==> config.mk <==
export PLATFORM = sky130hd
export DESIGN_NAME = q_dot_acc
export DESIGN_NICKNAME = d
export VERILOG_FILES = /design/src/rtl/q_fixed_pkg.sv /design/src/rtl/qMult_sc.sv /design/src/rtl/q_dot_acc.sv
export SDC_FILE = /design/constraint.sdc
export NUM_CORES = 2
export LEC_CHECK = 0
export CAP_MARGIN = 5
export CORE_MARGIN = 5
export CORE_UTILIZATION = 54
export CTS_CLUSTER_DIAMETER = 50
export DETAILED_ROUTE_END_ITERATION = 6
export PLACE_DENSITY = 0.71
export SLEW_MARGIN = 20
export SYNTH_ARGS = -nofsm -noshare
export SYNTH_HDL_FRONTEND = slang
export SYNTH_SLANG_ARGS = --single-unit
==> constraint.sdc <==
create_clock -name clk_i -period 25 [get_ports clk_i]
set_input_delay 6.25 -clock clk_i [delete_from_list [all_inputs] [get_ports clk_i]]
set_output_delay 6.25 -clock clk_i [all_outputs]
set_load 0.005 [all_outputs]
==> src/rtl/q_fixed_pkg.sv <==
// Shared Q-format defaults, constants and state encoding for the
// fixed-point dot-product datapath.
package q_fixed_pkg;

  localparam int DEF_INTEGER_BITS    = 8;
  localparam int DEF_FRACTIONAL_BITS = 24;
  localparam int DEF_DATA_WIDTH      = DEF_INTEGER_BITS + DEF_FRACTIONAL_BITS;

  // 1.0, largest and most negative representable Q values
  localparam logic signed [DEF_DATA_WIDTH-1:0] Q_ONE =
    {{(DEF_INTEGER_BITS-1){1'b0}}, 1'b1, {DEF_FRACTIONAL_BITS{1'b0}}};
  localparam logic signed [DEF_DATA_WIDTH-1:0] Q_MAX =
    {1'b0, {(DEF_DATA_WIDTH-1){1'b1}}};
  localparam logic signed [DEF_DATA_WIDTH-1:0] Q_MIN =
    {1'b1, {(DEF_DATA_WIDTH-1){1'b0}}};

  typedef enum logic {
    ACC  = 1'b0,
    DONE = 1'b1
  } acc_state_e;

endpackage

==> src/rtl/qMult_sc.sv <==
// Single-cycle Q-format multiplier: round-to-nearest on the dropped
// fractional bits, wraps when the product exceeds the Q range.
module qMult_sc #(
  parameter int FRACTIONAL_BITS = 24,
  parameter int DATA_WIDTH      = 32
) (
  input  logic signed [DATA_WIDTH-1:0] a_i,
  input  logic signed [DATA_WIDTH-1:0] b_i,
  output logic signed [DATA_WIDTH-1:0] q_o
);

  localparam int PW = 2 * DATA_WIDTH;
  localparam logic signed [PW-1:0] RND = PW'(1) <<< (FRACTIONAL_BITS - 1);

  logic signed [PW-1:0] prod_full;

  // Full-precision product plus half an output LSB
  always_comb begin
    prod_full = PW'(a_i) * PW'(b_i) + RND;
  end

  assign q_o = DATA_WIDTH'(prod_full >>> FRACTIONAL_BITS);

endmodule

==> src/rtl/q_dot_acc.sv <==
// Streaming fixed-point dot-product accumulator. Each accepted operand
// pair is multiplied, registered, and summed into a guard-extended
// accumulator; the last beat of a vector produces one saturated result.
module q_dot_acc
  import q_fixed_pkg::*;
#(
  parameter int INTEGER_BITS    = DEF_INTEGER_BITS,
  parameter int FRACTIONAL_BITS = DEF_FRACTIONAL_BITS,
  parameter int DATA_WIDTH      = INTEGER_BITS + FRACTIONAL_BITS,
  parameter int GUARD_BITS      = 8,
  parameter int CNT_WIDTH       = 16
) (
  input  logic                         clk_i,
  input  logic                         rst_i,
  input  logic signed [DATA_WIDTH-1:0] a_i,
  input  logic signed [DATA_WIDTH-1:0] b_i,
  input  logic                         in_valid_i,
  input  logic                         in_last_i,
  output logic                         in_ready_o,
  output logic signed [DATA_WIDTH-1:0] result_o,
  output logic        [CNT_WIDTH-1:0]  count_o,
  output logic                         sat_o,
  output logic                         out_valid_o,
  input  logic                         out_ready_i
);

  localparam int ACC_WIDTH = DATA_WIDTH + GUARD_BITS;

  localparam logic signed [DATA_WIDTH-1:0] RES_MAX = {1'b0, {(DATA_WIDTH-1){1'b1}}};
  localparam logic signed [DATA_WIDTH-1:0] RES_MIN = {1'b1, {(DATA_WIDTH-1){1'b0}}};
  localparam logic signed [ACC_WIDTH-1:0]  ACC_MAX = ACC_WIDTH'(RES_MAX);
  localparam logic signed [ACC_WIDTH-1:0]  ACC_MIN = ACC_WIDTH'(RES_MIN);

  function automatic logic is_clamped(input logic signed [ACC_WIDTH-1:0] s);
    return (s > ACC_MAX) || (s < ACC_MIN);
  endfunction

  function automatic logic signed [DATA_WIDTH-1:0] saturate(
    input logic signed [ACC_WIDTH-1:0] s
  );
    if (s > ACC_MAX) return RES_MAX;
    if (s < ACC_MIN) return RES_MIN;
    return DATA_WIDTH'(s);
  endfunction

  acc_state_e                   state_q;
  logic                         accept;
  logic signed [DATA_WIDTH-1:0] prod_p0;
  logic signed [DATA_WIDTH-1:0] prod_p1;
  logic                         vld_p1;
  logic                         last_p1;
  logic signed [ACC_WIDTH-1:0]  sum_p1;
  logic signed [ACC_WIDTH-1:0]  acc_p2;
  logic                         first_q;
  logic        [CNT_WIDTH-1:0]  beats_q;
  logic        [CNT_WIDTH-1:0]  beats_inc;

  // Ready depends only on registers so upstream never sees a comb path
  // from its own valid.
  assign in_ready_o = (state_q == ACC) && !(vld_p1 && last_p1);
  assign accept     = in_valid_i && in_ready_o;

  // ---- stage p0: combinational multiply ----
  qMult_sc #(
    .FRACTIONAL_BITS (FRACTIONAL_BITS),
    .DATA_WIDTH      (DATA_WIDTH)
  ) u_mult (
    .a_i (a_i),
    .b_i (b_i),
    .q_o (prod_p0)
  );

  // ---- stage p1: registered product ----
  // Product-stage control flags
  always_ff @(posedge clk_i) begin
    if (rst_i) begin
      vld_p1  <= 1'b0;
      last_p1 <= 1'b0;
    end else begin
      vld_p1  <= accept;
      last_p1 <= accept && in_last_i;
    end
  end

  // Product data, captured only on a transfer
  always_ff @(posedge clk_i) begin
    if (accept) prod_p1 <= prod_p0;
  end

  // Next accumulator value and saturating beat count
  always_comb begin
    sum_p1    = (first_q ? {ACC_WIDTH{1'b0}} : acc_p2) + ACC_WIDTH'(prod_p1);
    beats_inc = (&beats_q) ? beats_q : beats_q + CNT_WIDTH'(1);
  end

  // ---- stage p2: accumulate, emit result, output handshake ----
  // Accumulator, result registers and ACC/DONE sequencing
  always_ff @(posedge clk_i) begin
    if (rst_i) begin
      state_q     <= ACC;
      acc_p2      <= '0;
      first_q     <= 1'b1;
      beats_q     <= '0;
      result_o    <= '0;
      count_o     <= '0;
      sat_o       <= 1'b0;
      out_valid_o <= 1'b0;
    end else begin
      unique case (state_q)
        ACC: begin
          if (vld_p1) begin
            acc_p2  <= sum_p1;
            first_q <= 1'b0;
            beats_q <= beats_inc;
            if (last_p1) begin
              result_o    <= saturate(sum_p1);
              count_o     <= beats_inc;
              sat_o       <= is_clamped(sum_p1);
              out_valid_o <= 1'b1;
              first_q     <= 1'b1;
              state_q     <= DONE;
            end
          end
        end
        DONE: begin
          if (out_valid_o && out_ready_i) begin
            out_valid_o <= 1'b0;
            beats_q     <= '0;
            state_q     <= ACC;
          end
        end
        default: state_q <= ACC;
      endcase
    end
  end

endmodule
; Word level (Yosys, flattened, before mapping)
; Index checks and enable logic that the tools add are counted.
[totals]
input_bits = 69
regBits = 142
output_inout_bits = 51
[op_classes]
reduce_logical = 12
muxes = 28
mul = 1
eq_ne = 3
bitwise = 1
addsub = 3
magnitude_cmp = 2
[ops]
columns = operator, n
row1 = 32-bit two-way mux, 4
row2 = "56-bit by 25-bit adder with 56-bit output, second input constant", 1
row3 = 32-bit by 32-bit multiplier with 56-bit output, 1
row4 = 16-bit two-way mux, 3
row5 = 40-bit adder, 1
row6 = "40-bit by 32-bit greater-than comparator with 1-bit output, second input constant", 1
row7 = "40-bit by 32-bit less-than comparator with 1-bit output, second input constant", 1
row8 = 40-bit two-way mux, 1
row9 = 16-bit case mux with 2 select lines, 1
row10 = 1-bit two-way mux, 17
row11 = "16-bit by 1-bit adder with 16-bit output, second input constant", 1
row12 = 16-bit AND reduction, 1
row13 = 3-bit AND reduction, 2
row14 = 1-bit logical AND, 5
row15 = "2-bit inequality test, second input constant", 2
row16 = 1-bit case mux with 2 select lines, 2
row17 = 2-bit AND reduction, 2
row18 = "2-bit by 1-bit inequality test with 1-bit output, second input constant", 1
row19 = 1-bit logical NOT, 1
row20 = 1-bit logical OR, 1
row21 = 1-bit NOT, 1

; Depth between registers and ports, before layout
[logic_depth]
depth_word = 15
mapped_depth = 29
ltp_nobuf = 28

; Hierarchy
; A second synthesis with hierarchy kept.
[unflattened]
hier_cells = 4453
hier_area_um2 = 40787.9
[by_module_without_submodules]
columns = module, area_per_inst_um2, cells_each, n_inst
row1 = qMult_sc, 32975.4, 3552, 1
row2 = q_dot_acc, 7812.5, 901, 1

; Worst setup path after synthesis
; OpenSTA, ideal clock, no wires.
[synth_timing]
path_type = input -> register
from = input a_i[26]
to = register prod_p1[31], data pin
slack_ns = 11.637
cell_stages = 28
path_buffers = 2
setup_ns = 0.260
t_arrival_ns = 13.103
cell_sequence = clkbuf_1 clkbuf_1 nand2_1 fa_1 inv_1 fa_1 fa_1 inv_1 fa_1 inv_1 fa_1 fa_1 fa_1 inv_1 fa_1 inv_1 ha_1 a21o_1 a21oi_1 o21bai_1 a21oi_1 a211o_1 a31oi_1 and3b_1 nor3_1 a21o_1 a31oi_1 xnor2_1
[synth_between]
elab_chain_cells = 2
[synth_rtl]
columns = element, line
row1 = start: declaration, q_dot_acc.sv:15  ; input logic signed [DATA_WIDTH-1:0] a_i,
row2 = 32-bit by 32-bit multiplier with 56-bit output, qMult_sc.sv:19  ; prod_full = PW'(a_i) * PW'(b_i) + RND;
row3 = 56-bit by 25-bit adder with 56-bit output, qMult_sc.sv:19
row4 = named net prod_p0[31], q_dot_acc.sv:48  ; logic signed [DATA_WIDTH-1:0] prod_p0;
row5 = end signal: assignment, q_dot_acc.sv:87  ; if (accept) prod_p1 <= prod_p0;
row6 = end: declaration, q_dot_acc.sv:49  ; logic signed [DATA_WIDTH-1:0] prod_p1;
; The timed path passes the listed nets, and every way through them passes these cells.
; A chain may end at the register's enable or synchronous reset.

; Final worst setup path
[layout_timing]
from = input a_i[9]
to = register prod_p1[31], data pin
; Same word-level chain as after synthesis.

==> impl_metrics.py <==
metrics = {
    "synth": {
        "synth_top_area_share_pct": 49.3,
        "syn_avg_cell_area_um2": 9.14,
        "syn-num-nets": 5632,
        "yosys_register_bits": 142,
        "async_reset_ff_share_pct": 0,
        "ys.flop_type": "dfxtp_1",
        "synthTopCellsByCount": "984 x fa_1, 908 x inv_1, 653 x nand2_1, 450 x and2_1, 235 x clkbuf_1",
        "synth_top_cell_by_area": "fa_1",
        "synth-edff-count": 32,
        "synth_area_leaders": "fa_1 49%, inv_1 8.5%, and2_1 7.1%, ha_1 6.5%, nand2_1 6.1%",
        "yosys_warnings": 0,
        "ys_seq_area_share_pct": 7.92,
        "synthCells": 4370,
        "synth.most_common_cell": "fa_1",
        "synth_cell_types": 68,
        "synth_area_mm2": 0.0399,
    },
    "timing": {
        "setup-tns-final_ns": 0,
        "fmaxAchievable_ghz": 0.0702,
        "drv_slew": 0,
        "slew_headroom_pct": 29.6,
        "fin_crit_ns": 14.24,
        "worst_pin_slew_ns": 1.06,
        "rsz0062_at_grt": "false",
        "hold_viol_final": 0,
        "finalSetupViolCount": 0,
        "clock-skew-final_ns": 0.0135,
        "fin_crit_sh_pct": 57.0,
    },
    "cts": {
        "cts_setup_buffers": 0,
        "root_buffer": "clkbuf_16",
        "clock_latency_ns": 0.43,
        "cts_tree": "done",
        "cts_hold_buffers": 0,
        "cts.sinks": 142,
        "numCtsBuffers": 17,
        "cts.repair.resized": 0,
        "htree_levels": 4,
        "path_clk_slew_ns": 0.06,
        "clockBufferDepth": 2,
    },
    "routing": {
        "routed_via_density": 5.50,
        "dr.pass1.iters": 5,
        "via_count": 29200,
        "wl_per_cell_um": 19.4,
        "antenna_left": 0,
        "routed_wl_mm": 103,
        "drc": 0,
        "dr.first_iter.drc_count": 1835,
    },
    "layout": {
        "post_route_cells_drive_above_1_share_pct": 2.74,
        "final_core_util_pct": 57.9,
        "syn2layout_area_growth_pct": 6.16,
        "final-seq-area_mm2": 0.00316,
        "fillers": 6382,
        "nNetsFinal": 5587,
        "multi_input_area_mm2": 0.0324,
    },
    "status": {
        "status": "completed",
    },
    "grt": {
        "met3_usage_pct": 3.60,
        "grt-ovfl-total": 0,
        "track_usage_pct": 27.2,
        "use_met2_pct": 47.3,
        "antenna_found_initial": 0,
        "grt_pass1_wl_mm": 171,
        "grt.busiest_layer": "met2",
        "use_met1_pct": 35.5,
        "grt_pass1_vias": 31800,
        "grt_start_max_net_pins": 97,
    },
    "critical_path": {
        "critPathKind": "in2reg",
        "critPathSlowestCell": "fa_1",
        "cp_slowest_stage_delay_ns": 0.55,
        "crit_top_cell": "fa_1",
        "crit_path_max_fanout": 32,
        "worstPathArrival_ns": 14.41,
        "cp.required_ns": 25.17,
        "r2r_slack_ns": 19.70,
        "start_kind": "primary input",
        "crit_path_end_kind": "register",
    },
    "floorplan": {
        "rows": 99,
        "die_w_um": 282,
        "ioPinCount": 120,
        "fp.dieH_um": 282,
        "initial_utilization_pct": 54.5,
        "core_mm2": 0.0732,
        "dieArea_mm2": 0.0795,
    },
    "placement": {
        "port_buffers": 119,
        "dp_hpwl_mm": 78.4,
        "gp_congestion": 0.927,
    },
    "min_path": {
        "min_path_type": "reg2reg",
    },
    "flow_run": {
        "cap_violations": 0,
    },
}
## per-stage QoR
step | hold WS (ns) | cells | instance area, um2 | setup WS, ns
finish | 0.448 | 5298 | 42400 | 10.76
detailed placement | 0.442 | 5265 | 41800 | 10.36
global placement | 0.438 | 5265 | 41800 | 10.43
floorplan | 0.432 | 4370 | 39900 | 11.64
global route | 0.465 | 5297 | 42400 | 10.47
CTS | 0.450 | 5297 | 42400 | 10.84
## final cells by class
type	count	area share (%)
Tap cell	959	2.83
Clock inverter	11	0.254
Sequential cell	142	7.46
Timing Repair Buffer	181	3.77
Antenna cell	1	0.00590
Inverter	908	8.04
Clock buffer	21	1.09
Multi-Input combinational cell	3075	76.5
## final timing paths
check	startpoint	end	cells after the start
max reg2reg	first_q	result_o[2]	15
min reg2reg	acc_p2[39]	acc_p2[39]	2
min	acc_p2[39]	acc_p2[39]	2
max	a_i[9]	prod_p1[31]	30
## critical path: cells and delay by family
family | cells | cell delay (ns)
simple gates | 5 | 1.00
fa+ha+maj | 9 | 4.15
buf+inv | 9 | 1.21
xor+xnor | 1 | 0.13
compound gates | 6 | 1.62
## registers in the layout, summed over array words and instances, names as in the netlist
register and count:
beats_q 16, out_valid_o 1, prod_p1 32, count_o 16, result_o 32, vld_p1 1, state_q 1, acc_p2 40
first_q 1, last_p1 1, sat_o 1
## metal layers
metal | up-vias | part of all wire [%]
met5 | - | 0
met4 | 0 | 4.1
met3 | 241 | 6.5
met2 | 1085 | 50
met1 | 15000 | 40
li1 | 12800 | -
## cells in the final DEF (no fill, tap or decap), types with 18 or more instances in the layout
| cell | n |
|---|---|
| fa_1 | 983 |
| inv_1 | 908 |
| nand2_1 | 653 |
| and2_1 | 449 |
| ha_1 | 209 |
| a21oi_1 | 130 |
| nor2_1 | 120 |
| dfxtp_1 | 110 |
| clkdlybuf4s50_1 | 107 |
| xnor2_1 | 75 |
| nor2b_1 | 67 |
| buf_4 | 63 |
| a211oi_1 | 54 |
| o21ai_0 | 51 |
| nand2b_1 | 43 |
| edfxtp_1 | 32 |
| nor3_1 | 27 |
| a21o_1 | 26 |
| xor2_1 | 25 |
| nand3_1 | 18 |
| clkbuf_16 | 18 |
## logic make-up after synthesis
| family | Yosys count | synth area share, % |
|---|---|---|
| multiplexers | 1 | 0.0251 |
| flip-flops | 142 | 7.92 |
| AO/OA/AOI/OAI | 354 | 5.67 |
| AND/OR/NAND/NOR | 1427 | 17.4 |
| XOR/XNOR | 100 | 2.19 |
| adder cells (fa/ha/maj) | 1193 | 55.9 |
| buffers and inverters | 1153 | 10.9 |
Power is not shown: default switching activity piles up to over one toggle a cycle in this logic, so the estimate is an artifact.
